**config.mk**
```make
export PLATFORM = sky130hd
export DESIGN_NAME = ycbcr_encoder
export DESIGN_NICKNAME = d
export VERILOG_FILES = /design/src/rtl/ycbcr_encoder.sv
export SDC_FILE = /design/constraint.sdc
export NUM_CORES = 1
export LEC_CHECK = 0
export ABC_AREA = 1
export ABC_CLOCK_PERIOD_IN_PS = 7600
export CORE_ASPECT_RATIO = 0.9
export CORE_MARGIN = 2
export CORE_UTILIZATION = 50
export CTS_CLUSTER_SIZE = 12
export DETAILED_ROUTE_END_ITERATION = 7
export HOLD_SLACK_MARGIN = 0.08
export PLACE_DENSITY = 0.75
export REMOVE_ABC_BUFFERS = 1
export SLEW_MARGIN = 20
export SYNTH_ARGS = -nofsm -noshare
export SYNTH_HDL_FRONTEND = slang
export SYNTH_SLANG_ARGS = --single-unit
```
**constraint.sdc**
```tcl
create_clock -name pixel_clk -period 7.6 [get_ports pixel_clk]
set_input_delay 1.14 -clock pixel_clk [delete_from_list [all_inputs] [get_ports pixel_clk]]
set_output_delay 1.14 -clock pixel_clk [all_outputs]
set_load 0.005 [all_outputs]
```
**src/rtl/ycbcr_encoder.sv**
```systemverilog
// RGB565/RGB888 to YCbCr encoder: BT.601/BT.709, limited/full range, 4:4:4 or 4:2:2 output.
// Fixed 4-cycle pipeline; mode changes take effect only at the vsync falling edge.
module ycbcr_encoder #(
   parameter int unsigned IN_FMT     = 0,
   parameter int unsigned CHROMA_AVG = 1
) (
   input  logic        pixel_clk,
   input  logic        rst_n,
   input  logic [23:0] rgb_in,
   input  logic        de_in,
   input  logic        hsync_in,
   input  logic        vsync_in,
   input  logic        cfg_bt709,
   input  logic        cfg_full,
   input  logic        cfg_444,
   output logic [23:0] ycbcr_out,
   output logic        de_out,
   output logic        hsync_out,
   output logic        vsync_out,
   output logic        cfg_applied
);

   // Rows Y, Cb, Cr as (R,G,B), indexed by {bt709, full}.
   localparam logic signed [8:0] COEF [4][9] = '{
      '{9'sd66, 9'sd129, 9'sd25, -9'sd38, -9'sd74,  9'sd112, 9'sd112, -9'sd94,  -9'sd18},
      '{9'sd77, 9'sd150, 9'sd29, -9'sd43, -9'sd85,  9'sd128, 9'sd128, -9'sd107, -9'sd21},
      '{9'sd47, 9'sd157, 9'sd16, -9'sd26, -9'sd86,  9'sd112, 9'sd112, -9'sd102, -9'sd10},
      '{9'sd54, 9'sd183, 9'sd19, -9'sd29, -9'sd99,  9'sd128, 9'sd128, -9'sd116, -9'sd12}
   };

   function automatic logic signed [17:0] dot(input logic signed [8:0] kr, input logic signed [8:0] kg,
                                              input logic signed [8:0] kb, input logic [7:0] r,
                                              input logic [7:0] g, input logic [7:0] b);
      logic signed [17:0] pr, pg, pb;
      pr = 18'(kr) * 18'($signed({1'b0, r}));
      pg = 18'(kg) * 18'($signed({1'b0, g}));
      pb = 18'(kb) * 18'($signed({1'b0, b}));
      return pr + pg + pb + 18'sd128;
   endfunction

   function automatic logic [7:0] clamp(input logic signed [17:0] sum, input logic [7:0] off,
                                        input logic [7:0] lo, input logic [7:0] hi);
      logic signed [10:0] v;
      v = $signed({sum[17], sum[17:8]}) + $signed({3'b000, off});
      if (v < $signed({3'b000, lo})) return lo;
      else if (v > $signed({3'b000, hi})) return hi;
      else return v[7:0];
   endfunction

   // Active (shadowed) configuration
   logic bt709_q, full_q, c444_q, vs_prev_q, vs_fall;

   assign vs_fall = vs_prev_q & ~vsync_in;

   always_ff @(posedge pixel_clk or negedge rst_n) begin
      if (!rst_n) begin
         vs_prev_q   <= 1'b1;
         bt709_q     <= 1'b0;
         full_q      <= 1'b0;
         c444_q      <= 1'b0;
         cfg_applied <= 1'b0;
      end else begin
         vs_prev_q   <= vsync_in;
         cfg_applied <= vs_fall;
         if (vs_fall) begin
            bt709_q <= cfg_bt709;
            full_q  <= cfg_full;
            c444_q  <= cfg_444;
         end
      end
   end

   // Stage 1: expansion and pixel phase
   logic [7:0] r8, g8, b8;
   logic [7:0] r1_q, g1_q, b1_q;
   logic       phase_q, de1_q, ph1_q, hs1_q, vs1_q;

   always_comb begin
      if (IN_FMT == 0) begin
         r8 = {rgb_in[15:11], rgb_in[15:13]};
         g8 = {rgb_in[10:5], rgb_in[10:9]};
         b8 = {rgb_in[4:0], rgb_in[4:2]};
      end else begin
         r8 = rgb_in[23:16];
         g8 = rgb_in[15:8];
         b8 = rgb_in[7:0];
      end
   end

   always_ff @(posedge pixel_clk or negedge rst_n) begin
      if (!rst_n) begin
         phase_q <= 1'b0;
         r1_q    <= 8'd0;
         g1_q    <= 8'd0;
         b1_q    <= 8'd0;
         de1_q   <= 1'b0;
         ph1_q   <= 1'b0;
         hs1_q   <= 1'b1;
         vs1_q   <= 1'b1;
      end else begin
         phase_q <= de_in ? ~phase_q : 1'b0;
         r1_q    <= r8;
         g1_q    <= g8;
         b1_q    <= b8;
         de1_q   <= de_in;
         ph1_q   <= phase_q;
         hs1_q   <= hsync_in;
         vs1_q   <= vsync_in;
      end
   end

   // Stage 2: matrix, rounding, offset and saturation
   logic [1:0]         mode;
   logic signed [17:0] sum_y, sum_cb, sum_cr;
   logic [7:0]         off_y, lo_v, hi_y, hi_c;
   logic [7:0]         y2_q, cb2_q, cr2_q;
   logic               de2_q, ph2_q, hs2_q, vs2_q;

   always_comb begin
      mode   = {bt709_q, full_q};
      sum_y  = dot(COEF[mode][0], COEF[mode][1], COEF[mode][2], r1_q, g1_q, b1_q);
      sum_cb = dot(COEF[mode][3], COEF[mode][4], COEF[mode][5], r1_q, g1_q, b1_q);
      sum_cr = dot(COEF[mode][6], COEF[mode][7], COEF[mode][8], r1_q, g1_q, b1_q);
      off_y  = full_q ? 8'd0 : 8'd16;
      lo_v   = full_q ? 8'd0 : 8'd16;
      hi_y   = full_q ? 8'd255 : 8'd235;
      hi_c   = full_q ? 8'd255 : 8'd240;
   end

   always_ff @(posedge pixel_clk or negedge rst_n) begin
      if (!rst_n) begin
         y2_q  <= 8'd0;
         cb2_q <= 8'd0;
         cr2_q <= 8'd0;
         de2_q <= 1'b0;
         ph2_q <= 1'b0;
         hs2_q <= 1'b1;
         vs2_q <= 1'b1;
      end else begin
         y2_q  <= clamp(sum_y, off_y, lo_v, hi_y);
         cb2_q <= clamp(sum_cb, 8'd128, lo_v, hi_c);
         cr2_q <= clamp(sum_cr, 8'd128, lo_v, hi_c);
         de2_q <= de1_q;
         ph2_q <= ph1_q;
         hs2_q <= hs1_q;
         vs2_q <= vs1_q;
      end
   end

   // Stage 3: holds the even pixel while its odd partner sits in stage 2
   logic [7:0] y3_q, cb3_q, cr3_q;
   logic       de3_q, ph3_q, hs3_q, vs3_q;

   always_ff @(posedge pixel_clk or negedge rst_n) begin
      if (!rst_n) begin
         y3_q  <= 8'd0;
         cb3_q <= 8'd0;
         cr3_q <= 8'd0;
         de3_q <= 1'b0;
         ph3_q <= 1'b0;
         hs3_q <= 1'b1;
         vs3_q <= 1'b1;
      end else begin
         y3_q  <= y2_q;
         cb3_q <= cb2_q;
         cr3_q <= cr2_q;
         de3_q <= de2_q;
         ph3_q <= ph2_q;
         hs3_q <= hs2_q;
         vs3_q <= vs2_q;
      end
   end

   // Stage 4: 4:2:2 chroma selection, blanking and output registers
   logic       pair;
   logic [8:0] avg_cb, avg_cr;
   logic [7:0] chroma, cr_pair_q, cr_pair_d;
   logic [23:0] data_d;

   always_comb begin
      pair      = de3_q & ~ph3_q & de2_q;
      avg_cb    = {1'b0, cb3_q} + {1'b0, cb2_q} + 9'd1;
      avg_cr    = {1'b0, cr3_q} + {1'b0, cr2_q} + 9'd1;
      cr_pair_d = pair ? avg_cr[8:1] : cr_pair_q;
      chroma    = cb3_q;
      if (!ph3_q) begin
         if (pair && CHROMA_AVG != 0) chroma = avg_cb[8:1];
      end else begin
         chroma = (CHROMA_AVG != 0) ? cr_pair_q : cr3_q;
      end
      if (!de3_q)      data_d = {c444_q ? 8'h80 : 8'h00, 8'h80, full_q ? 8'h00 : 8'h10};
      else if (c444_q) data_d = {cr3_q, cb3_q, y3_q};
      else             data_d = {8'h00, chroma, y3_q};
   end

   always_ff @(posedge pixel_clk or negedge rst_n) begin
      if (!rst_n) begin
         cr_pair_q <= 8'd0;
         ycbcr_out <= 24'h008010;
         de_out    <= 1'b0;
         hsync_out <= 1'b1;
         vsync_out <= 1'b1;
      end else begin
         cr_pair_q <= cr_pair_d;
         ycbcr_out <= data_d;
         de_out    <= de3_q;
         hsync_out <= hs3_q;
         vsync_out <= vs3_q;
      end
   end

endmodule

```
# Yosys cells after proc, flatten, opt, wreduce, memory -nomap -nowiden
# Cells that the tools add are included.
# op_classes
add_sub_neg,16
mul,9
div,0
n_lt_le_gt_ge,7
n_eq_ne,0
shift,0
n_mux,18
n_bitwise,7
n_reduce_logical,0
# op_table
op,n
binary-select mux 81 bit (select 2 bit),1
multiplier 9 x 9 -> 18 bit,9
two-way mux 81 bit,2
adder 18 bit,6
two-way mux 8 bit,9
adder 18 x 9 -> 18 bit (second input constant),3
two-way mux 24 bit,2
> comparator 11 x 9 -> 1 bit,3
< comparator 11 x 6 -> 1 bit,3
adder 10 x 9 -> 11 bit (second input constant),2
adder 8 x 8 -> 9 bit,2
adder 9 x 1 -> 9 bit (second input constant),2
adder 10 x 6 -> 11 bit,1
two-way mux 5 bit,2
two-way mux 4 bit,1
bitwise AND 1 bit,3
>= comparator 3 bit (second input constant),1
inverter 1 bit,3
inverter 2 -> 3 bit,1
two-way mux 1 bit,1
# totals
reg_bits,124
latch_bits,0
mem_bits_rw,0
rom_bits,0
inputBits,32
output_inout_bits,28
elab_cells,88
mem_count,0

# Logic depth before layout (Yosys ltp)
# Gate-level depths: netlist of run 1.
# logic_depth
word_depth,12
mapped_depth,42
ltp_nobuf,39

# Least setup slack after synthesis of run 1
# No wires, ideal clock.
# synth_path
path_kind,reg-to-reg
start,register full_q
end,register y2_q[2]
setup_ns,0.118
arrival_ns,7.475
required_time_ns,7.482
slack_ns,0.007
stages_incl_launch_ff,39
path_buffers,4
period_less_slack_ns,7.593
cell_sequence,dfrtp_1 > buf_4 > inv_1 > buf_2 > ha_1 > buf_2 > buf_1 > nand2_1 > fa_1 > inv_1 > ha_1 > inv_1 > fa_1 > fa_1 > inv_1 > fa_1 > fa_1 > inv_1 > [3 not listed] > nand2_1 > inv_1 > nand2_1 > nand2_1 > a31oi_1 > o21ai_0 > xor2_1 > ha_1 > ha_1 > inv_1 > nand2_1 > nand3_1 > nor3_1 > nand2_1 > nand3_4 > nand2_1 > nand2_1 > nor2_2
# synth_between
elab_chain_len,12
word_cells_on_any_way,17
classes_between,add/sub (4); mul (3); order compare (2); mux (7); bitwise (1)
# synth_lines
element,line_no,text
start: declaration,51,"logic bt709_q, full_q, c444_q, vs_prev_q, vs_fall;"
start signal: assignment,67,full_q <= cfg_full;
inverter 2 -> 3 bit (not written as such),121,"sum_y = dot(COEF[mode][0], COEF[mode][1], COEF[mode][2], r1_q, g1_q, b1_q);"
binary-select mux 81 bit (select 2 bit),121,
two-way mux 81 bit (2 in series),n/a,
"multiplier 9 x 9 -> 18 bit, on equally long branches","35, 36",
adder 18 bit (2 in series),38,return pr + pg + pb + 18'sd128;
adder 18 x 9 -> 18 bit,38,
adder 10 x 6 -> 11 bit,44,"v = $signed({sum[17], sum[17:8]}) + $signed({3'b000, off});"
> comparator 11 x 9 -> 1 bit,46,"else if (v > $signed({3'b000, hi})) return hi;"
two-way mux 8 bit,46,
two-way mux 8 bit (*),45,"if (v < $signed({3'b000, lo})) return lo;"
end signal: assignment,140,"y2_q <= clamp(sum_y, off_y, lo_v, hi_y);"
end: declaration,116,"logic [7:0] y2_q, cb2_q, cr2_q;"
# Mark *: on every way between the ends. The rest lies on a longest branch, timed or not. The select of a mux whose other input is x is not followed.
# A chain may end at the register's enable or synchronous reset.

# Worst setup path in the final report of run 1
# layout_path
start,register bt709_q
end,register cr2_q[0]
# layout_between
elab_chain_len,12
word_cells_on_any_way,15
classes_between,add/sub (4); mul (3); order compare (2); mux (5); bitwise (1)
# layout_lines
element,line_no,text
start: declaration,51,
start signal: assignment,66,bt709_q <= cfg_bt709;
inverter 2 -> 3 bit (not written as such) (*),123,"sum_cr = dot(COEF[mode][6], COEF[mode][7], COEF[mode][8], r1_q, g1_q, b1_q);"
binary-select mux 81 bit (select 2 bit) (*),123,
two-way mux 81 bit (not written as such) (*) (2 in series),123,
"multiplier 9 x 9 -> 18 bit, on equally long branches","35, 36",
adder 18 bit,38,
adder 18 bit (*),38,
adder 18 x 9 -> 18 bit (*),38,
adder 10 x 9 -> 11 bit (*),44,
> comparator 11 x 9 -> 1 bit,46,
two-way mux 8 bit,46,
two-way mux 8 bit (*),45,
end signal: assignment,142,"cr2_q <= clamp(sum_cr, 8'd128, lo_v, hi_c);"
end: declaration,116,
# Marked as above.

==> impl_results.md, run 1 <==
* WL final at 57.85 mm
* Dpl cells at 3,220
* Antenna Violating Nets Remaining at 0
* CP Capture Type: flip-flop
* Final Setup Violations at 0
* Drt initial violations at 984
* Crit path max fanout at 6
* Sequential-to-total area share from yosys stat at 13.04%
* CTS clock-pin slew for the worst setup and hold paths at 0.06 ns
* Initial antenna violation count at 0
* Total Die Area at 46,410 um^2
* Critical Path Start Type: flip-flop
* Fin util at 58.42%
* Initial Util at 50.66%
* Routed met2 length at 27.28 mm
* DR vias/cell at 4.959
* Largest family of logic cells by synthesized area: adder cells
* Layout area overhead at 15.31%
* Worst Min Path Start: y2_q[1]
* Setup Total Neg Slack at 0 ns
* Worst-Margin Slew at 0.7993 ns
* Xor/xnor cell area share of the yosys netlist at 2.273%
* CTS tree: built
* WS Path Type: reg -> reg
* Fillers at 3,813
* Biggest cell delay along the critical path at 0.61 ns
* Worst-Skew Late Latency at 0.47 ns
* Unique masters post-synth at 51
* Hold WS at 0.3462 ns
* IO buf count at 51
* Core area at 44,120 um^2
* WL met3 at 4.293 mm
* Pins Over Slew Limit at 0
* Largest net degree at the start of global routing at 65
* First-pass GRT wire length at 92.32 mm
* Global route overflow at 0
* Simple-Gate Fraction of Synth Area at 10.05%
* Status: finished, final reports clean
* Hold path cells at 0
* Clk sink count at 116
* Number of max-cap violations at 0
* Worst Reg-to-Reg Cells at 35
* Routability Congestion at 0.9791
* Bufs on Longest Clock Path at 2
* Arr. time, crit path at 7.71 ns
* FF-to-FF setup slack at 0.21 ns
* Crit Reg-Reg Startpoint: bt709_q
* Yosys warns at 0
* Final Hold Fails at 0
* H-tree levels at 4
* Half-perimeter wire length after detailed placement at 49.49 mm
* Met1 wire length at 24.74 mm
* GRT Overall Usage at 26.44%
* FFs w/ async S/R, synth at 100.0%
* Fmax at 0.1353 GHz
* Post-synth EDFFs at 0
* Row count at 73
* Syn Area/Cell at 9.060 um^2
* Worst relative slew slack at 46.72%
* Root buf cell: clkbuf_16
* Chip Width at 226.9 um
* Via count at 16,210
* Hold EP: y3_q[1]
* Worst hold path class: reg -> reg
* Compound-cell area share of the yosys netlist at 4.708%
* Tmin final at 7.393 ns
* Post-Synth Adder-Cell Area at 56.00%
* Number of global-route vias before repair at 17,390
* Synth Register Bits at 116
* Layout cells sized above 1 at 12.00%
* Worst r2r dst: cr2_q[0]
* Fin Clk Skew at 0.03950 ns
* Period Utilization, post-route at 97.28%
* CP dominant cell by count: fa_1
* Post-detailed-route wirelength per cell at 17.70 um
* Layout Nets at 3,444
* CTS buffer count at 17
* Top Metal Used: met4
* I/O Pins at 60
* TritonRoute pass-1 iters at 5
* Fin cells at 3,268
* Top FF cell, synth: dfrtp_1
* Mapped Cells at 2,467
* Die H at 204.6 um
* Post-CTS Hold Buffers at 0
* Req. time, crit path at 7.92 ns
* Residual DRC at 0
* Mapped Area at 22,350 um^2
* Slowest CP cell: fa_1
* Post-synthesis mux area share at 0%
## placed cells by master, fill, tap and decap left out, types with 3 or more instances in the layout
master	n
nor2_2	15
clkbuf_8	3
fa_1	398
ha_2	3
nor2_1	132
nor2_4	11
fa_2	6
o21ai_0	56
ha_4	12
xor2_1	28
buf_6	9
xor2_2	5
nand3b_1	5
a21oi_2	7
conb_1	10
clkdlybuf4s50_1	50
buf_4	132
ha_1	339
o31ai_1	4
o21bai_1	9
dfstp_2	10
a21oi_1	81
inv_2	8
nand2_1	245
nand4_1	10
xnor2_1	20
nor3_1	9
dfrtp_1	104
a21o_1	9
clkinv_4	4
clkbuf_16	18
o21ai_2	7
nand3_1	42
nand2_2	27
bufinv_16	5
inv_1	776
nor3_2	3
or2_2	9
o21ai_1	3
nand3_2	5
## layer usage
layer | up-vias | GRT usage [%]
li1 | 7639 | -
met3 | 74 | 6.799
met5 | - | 0
met2 | 460 | 42.85
met4 | 0 | 7.636
met1 | 8033 | 35.09
## worst max path at each step
stage                     startpoint       end  slack, ns  cells after the start
after floorplan               full_q  cb2_q[0]      -0.65                     37
after global placement       bt709_q  cb2_q[3]       0.03                     31
after detailed placement     bt709_q  cb2_q[3]       0.02                     32
after CTS                     full_q  cr2_q[7]      0.004                     32
after global routing         bt709_q  cr2_q[0]      -0.08                     35
final                        bt709_q  cr2_q[0]       0.21                     35
## per-stage QoR
| stage | instance area (um^2) | setup WS (ns) |
|---|---|---|
| 6_report | 25770 | 0.2070 |
| 5_1_grt | 25770 | -0.07610 |
| 4_1_cts | 25150 | 0.004304 |
| 3_5_place_dp | 24480 | 0.02217 |
| 3_3_place_gp | 24480 | 0.02909 |
| 2_1_floorplan | 22240 | -0.6540 |
## logic make-up (layout without fill, tap and decap cells)
kind of cell | count (synthesis) | after routing
buffers and inverters | 825 | 1016
adders and majority gates | 758 | 758
and+or+nand+nor | 522 | 522
AOI/OAI and AO/OA | 190 | 190
DFF | 116 | 116
xor gates and xnor gates | 55 | 55
other | 1 | 11
## cells in the mapped netlist, types with 3 or more instances
cell,number,area [um^2]
inv_2,4,15.01
nor3_1,11,55.05
nand3_1,44,220.2
inv_1,782,2935
nor2_2,4,25.02
clkinv_1,3,11.26
o21ai_1,3,15.01
nand2_2,17,106.4
o21ai_2,3,26.28
dfstp_2,10,262.8
nor2_1,153,574.3
ha_1,354,4429
a31oi_1,3,18.77
o31ai_1,4,30.03
nand4_1,10,62.56
o21bai_1,10,75.07
clkbuf_1,30,112.6
nand3_2,3,30.03
dfrtp_1,106,2653
or2_2,9,56.30
nand3b_1,5,37.54
xnor2_1,21,183.9
fa_1,404,8088
a21oi_1,89,445.4
xor2_1,32,280.3
nand2_1,255,957.2
a21o_1,9,67.56
o21ai_0,60,300.3
## area by class of cell
class / count / area, um^2 / area share (%)
Antenna cell: 1 / 2.502 / 0.009710
Clock buffer: 21 / 470.5 / 1.826
Inverter: 789 / 2973 / 11.54
Tap cell: 600 / 750.7 / 2.913
Timing Repair Buffer: 195 / 1668 / 6.472
Multi-Input combinational cell: 1535 / 16790 / 65.16
Sequential cell: 116 / 2918 / 11.32
Clock inverter: 11 / 197.7 / 0.7671
## worst max-delay path: cells and delay by family (launching register included)
family | cells | cell delay (ns)
and+or+nand+nor | 10 | 0.77
buffers and inverters | 9 | 0.72
AOI/OAI and AO/OA | 5 | 0.75
adders and majority gates | 10 | 4.42
xor gates and xnor gates | 1 | 0.15
DFF | 1 | 0.43
## registers in the layout, summed over array words and instances (netlist names), 5 cells and up
signal / cells
cr3_q: 8
cr2_q: 8
g1_q: 6
b1_q: 5
cr_pair_q: 8
y3_q: 8
cb2_q: 8
y2_q: 8
cb3_q: 8
r1_q: 5
ycbcr_out: 24
## timing repair
item / 4_1_cts / 5_1_grt
setup buffers: 0 / 14
pin swaps: 0 / 34
cloned: 0 / 1
gates resized for setup: 1 / 121
setup endpoints to repair: 2 / 24
Power of run 1 is left out: the tool's default activity adds up to more than one toggle a clock period on the data nets, which glitch-free logic cannot reach.
==> inputs of run 2 (changes only) <==
--- a/config.mk
+++ b/config.mk
@@ -9,11 +9,11 @@
 export ABC_CLOCK_PERIOD_IN_PS = 7600
 export CORE_ASPECT_RATIO = 0.9
 export CORE_MARGIN = 2
-export CORE_UTILIZATION = 50
+export CORE_UTILIZATION = 59
 export CTS_CLUSTER_SIZE = 12
 export DETAILED_ROUTE_END_ITERATION = 7
 export HOLD_SLACK_MARGIN = 0.08
-export PLACE_DENSITY = 0.75
+export PLACE_DENSITY = 0.86
 export REMOVE_ABC_BUFFERS = 1
 export SLEW_MARGIN = 20
 export SYNTH_ARGS = -nofsm -noshare
==> impl_results.md, run 2 (same netlist as run 1, synthesis figures left out) <==
* Status: finished, final reports clean
* Tmin final at 7.351 ns
* Total Die Area at 39,460 um^2
* Initial Util at 59.91%
* DR vias/cell at 5.219
* Multi-input gate area at 16,690 um^2
* Setup Total Neg Slack at 0 ns
* Fmax at 0.1360 GHz
* Fillers at 2,795
* Final instance area at 25,160 um^2
* H-tree levels at 4
* Layout area overhead at 12.57%
* Worst Min Path Start: y2_q[5]
* Core area at 37,300 um^2
* Root buf cell: clkbuf_16
* Via count at 16,230
* Global route overflow at 0
* GRT Overall Usage at 30.21%
* Post-CTS Hold Buffers at 0
* Reg area at 2917 um^2
* Die H at 188.6 um
* CTS tree: built
* Worst-Skew Late Latency at 0.46 ns
* WS Path Type: reg -> reg
* Fin util at 67.44%
* Post-DP Area at 24,060 um^2
* Pins Over Slew Limit at 0
* Family with the most delay on the worst path: adder cells
* Fin Clk Skew at 0.03568 ns
* IO buf count at 51
* Final Setup Violations at 0
* CTS buffer count at 17
* Ant diodes at 0
* Worst relative slew slack at 42.76%
* Most frequent cells in the layout: 779 x inv_1, 402 x fa_1, 341 x ha_1
* Residual DRC at 0
* Buf/Inv on CP at 8
* Crit path max fanout at 7
* I/O Pins at 60
* CTS clock-pin slew for the worst setup and hold paths at 0.07 ns
* Worst Setup SP: bt709_q
* Final Hold Fails at 0
* Worst hold path class: reg -> reg
* TritonRoute pass-1 iters at 7
* Layout cells sized above 1 at 9.859%
* CP Capture Type: flip-flop
* Number of global-route vias before repair at 17,720
* Routability Congestion at 0.9678
* Largest net degree at the start of global routing at 67
* WL final at 56.52 mm
* Chip Width at 209.2 um
* Slowest CP cell: fa_1
* Bufs on Longest Clock Path at 2
* Critical Path Start Type: flip-flop
* Hold WS at 0.3444 ns
* CP dominant cell by count: fa_1
* Period Utilization, post-route at 96.73%
* Post-detailed-route wirelength per cell at 18.17 um
* Max reg flops at 24
* Crit Reg-Reg Startpoint: bt709_q
* FF-to-FF setup slack at 0.25 ns
* Drt initial violations at 1,124
* First-pass GRT wire length at 90.74 mm
* Worst-Margin Slew at 0.8587 ns
* Number of max-cap violations at 0
* Antenna Violating Nets Remaining at 0
* Row count at 67
* Half-perimeter wire length after detailed placement at 48.70 mm
* Biggest cell delay along the critical path at 0.54 ns
* Commonest non-fill, non-tap cell in the layout: inv_1
* Layout Nets at 3,404
* Clk sink count at 116
* Req. time, crit path at 7.92 ns
* Reg with most FFs: ycbcr_out
* Initial antenna violation count at 1
* Arr. time, crit path at 7.67 ns
run 2: worst paths after layout:
kind | end | depth (start not counted)
max | cr2_q[2] | 34
min | y3_q[5] | 0
max reg2reg | cr2_q[2] | 34
min reg2reg | y3_q[5] | 0
max in group asynchronous | full_q | 2
min in group asynchronous | cr3_q[7] | 1
run 2: worst reg2reg max path, delay by kind of cell (launching register included):
family / cells / cell delay, ns
flops: 1 / 0.43
xor+xnor: 1 / 0.28
fa+ha+maj: 10 / 4.25
compound gates: 4 / 0.65
simple gates: 11 / 0.92
buf+inv: 8 / 0.72
run 2: repair_timing:
action,4_1_cts,5_1_grt
pin swaps,1,17
endpoints found under the hold margin,0,0
setup buffers,1,9
resized for setup,3,87
endpoints found under the setup margin,10,24
gates cloned,0,1
run 2: cell type report:
cell class	instances	area share, %
Sequential cell	116	11.59
Tap cell	483	2.402
Multi-Input combinational cell	1535	66.34
Inverter	789	11.80
Clock inverter	11	0.6117
Timing Repair Buffer	155	5.431
Clock buffer	21	1.830
run 2: stage by stage:
step	cells	setup WS (ns)
after floorplan	2440	-0.6540
after global placement	3067	0.03353
after detailed placement	3067	-0.07953
after CTS	3100	0.01213
after global routing	3110	-0.1018
final	3110	0.2487
run 2: per-layer routing:
layer | part of all wire (%) | track usage [%] | up-vias | wire length, um
met5 | 0.019 | 0 | - | 11
met4 | 3.6 | 10.66 | 2 | 2044
met3 | 7.9 | 7.583 | 112 | 4489
met2 | 47 | 49.06 | 577 | 26470
met1 | 42 | 39.64 | 8001 | 23510
li1 | - | - | 7539 | -
Power of run 2 is left out for the same reason.
==> inputs of run 3 (changes only) <==
--- a/config.mk
+++ b/config.mk
@@ -5,7 +5,6 @@
 export SDC_FILE = /design/constraint.sdc
 export NUM_CORES = 1
 export LEC_CHECK = 0
-export ABC_AREA = 1
 export ABC_CLOCK_PERIOD_IN_PS = 7600
 export CORE_ASPECT_RATIO = 0.9
 export CORE_MARGIN = 2
==> impl_results.md, run 3 <==
* Pins Over Slew Limit at 0
* Period Utilization, post-route at 104.8%
* Ant diodes at 0
* Unique masters post-synth at 72
* First-pass GRT wire length at 91.96 mm
* H-tree levels at 4
* Synth area leaders: fa_1 37%, ha_1 20%, dfrtp_1 12%
* Mapped Area at 21,970 um^2
* Setup WS pre-CTS at -0.7266 ns
* CTS buffer count at 17
* Post-detailed-route wirelength per cell at 19.43 um
* Via count at 16,040
* Slack of the critical path at -0.3648 ns
* Fillers at 2,502
* Worst hold path class: reg -> reg
* IO buf count at 51
* Post-CTS Hold Buffers at 0
* DR vias/cell at 5.341
* Layout Nets at 3,298
* Crit path max fanout at 7
* Synth Register Bits at 116
* Arr. time, crit path at 8.31 ns
* Hold path cells at 0
* Layout cells sized above 1 at 19.60%
* Fin util at 71.70%
* Multi-input gate area at 17,300 um^2
* Most frequent cells in the layout: 631 x inv_1, 385 x fa_1, 320 x ha_1
* Drt initial violations at 1,146
* Half-perimeter wire length after detailed placement at 48.94 mm
* TritonRoute pass-1 iters at 5
* Largest net degree at the start of global routing at 71
* Critical Path Start Type: flip-flop
* CTS tree: built
* CP Capture Type: flip-flop
* Final Hold Fails at 0
* FFs w/ async S/R, synth at 100.0%
* Cell taking the most area after synthesis: fa_1
* Row count at 67
* Fmax at 0.1256 GHz
* Syn Area/Cell at 9.943 um^2
* CP dominant cell by count: fa_1
* WP depth at 31
* Most common library cells after synthesis: 661 x inv_1, 404 x fa_1, 354 x ha_1
* Max reg flops at 24
* Post-synth EDFFs at 0
* Unrepaired setup endpoints after global routing: yes
* Hold WS at 0.3468 ns
* Yosys warns at 0
* Number of global-route vias before repair at 17,700
* I/O Pins at 60
* Slowest CP cell: fa_1
* Tmin final at 7.965 ns
* Final Setup Violations at 21
* Initial Util at 59.44%
* Root buf cell: clkbuf_16
* Status: finished, violations left
* Die H at 187.1 um
* Commonest non-fill, non-tap cell in the layout: inv_1
* Total Die Area at 38,810 um^2
* Reg with most FFs: ycbcr_out
* Clk sink count at 116
* CTS clock-pin slew for the worst setup and hold paths at 0.07 ns
* Reg area at 2917 um^2
* Worst Reg-to-Reg Cells at 31
* Worst relative slew slack at 35.33%
* WS Path Type: reg -> reg
* Routability Congestion at 0.9709
* Antenna Violating Nets Remaining at 0
* Core area at 36,970 um^2
* Biggest cell delay along the critical path at 0.53 ns
* Sequential-to-total area share from yosys stat at 13.27%
* Worst-Margin Slew at 0.9701 ns
* Top-count cell post-synth: inv_1
* Residual DRC at 0
* Req. time, crit path at 7.95 ns
* Global route overflow at 0
* Chip Width at 207.4 um
* Buf/Inv on CP at 7
* Number of max-cap violations at 0
* Setup Total Neg Slack at -3.632 ns
* Worst-Skew Late Latency at 0.46 ns
* Mapped Cells at 2,210
* Failing checks: setup timing
* Top FF cell, synth: dfrtp_1
* GRT Overall Usage at 31.10%
* Top-area cell type share of the netlist area at 36.81%
* Fin Clk Skew at 0.01600 ns
* Family with the most delay on the worst path: adder cells
* Layout area overhead at 20.64%
* Bufs on Longest Clock Path at 2
* Initial antenna violation count at 0
* WL final at 58.36 mm
## run 3: kinds of logic after synthesis
| group | synth area share, % |
|---|---|
| compound gates | 6.372 |
| xor+xnor | 3.200 |
| mux | 0.4214 |
| other cells | 0.01707 |
| fa+ha+maj | 56.96 |
| flops | 13.27 |
| buf+inv | 12.11 |
| simple gates | 7.653 |
## run 3: final cells by class
cell class	instances	share of cell area, %
timing repair buffer	312	9.832
inverter	663	9.402
clock buffer	18	1.657
clock inverter	13	0.5570
tap	483	2.280
multi-input combinational	1398	65.27
sequential	116	11.00
## run 3: layer usage
metal	global-route usage (%)	part of all wire [%]
met2	50.47	48
met5	0	0.058
met3	9.016	8.2
met4	7.885	2.1
met1	41.30	42
## run 3: per-stage QoR
step                      instance area (um^2)  std cells
final                                    26510       3003
after global routing                     26510       3003
after CTS                                25840       2985
after detailed placement                 24610       2931
after global placement                   24610       2931
after floorplan                          21840       2177
## run 3: path summary, 6_finish.rpt
path                       startpoint           end  slack, ns
max                           bt709_q       y2_q[4]      -0.36
min                           y2_q[5]       y3_q[5]       0.35
max reg2reg                   bt709_q       y2_q[4]      -0.36
min reg2reg                   y2_q[5]       y3_q[5]       0.35
max in group asynchronous       rst_n       r1_q[5]       5.47
min in group asynchronous       rst_n  cr_pair_q[6]       0.68
## run 3: worst register-to-register path, delay by kind of cell, from the launching register on
kind / cells / cell delay (ns)
and+or+nand+nor: 3 / 0.43
buffers and inverters: 7 / 0.63
DFF: 1 / 0.42
adders and majority gates: 10 / 3.86
AOI/OAI and AO/OA: 9 / 2.11
xor gates and xnor gates: 2 / 0.41
## run 3: timing repair
item / 4_1_cts / 5_1_grt
pin swaps: 45 / 74
gates cloned: 1 / 0
setup buffers: 22 / 20
resized for setup: 94 / 117
endpoints found under the setup margin: 24 / 24
Power of run 3 is left out for the same reason.
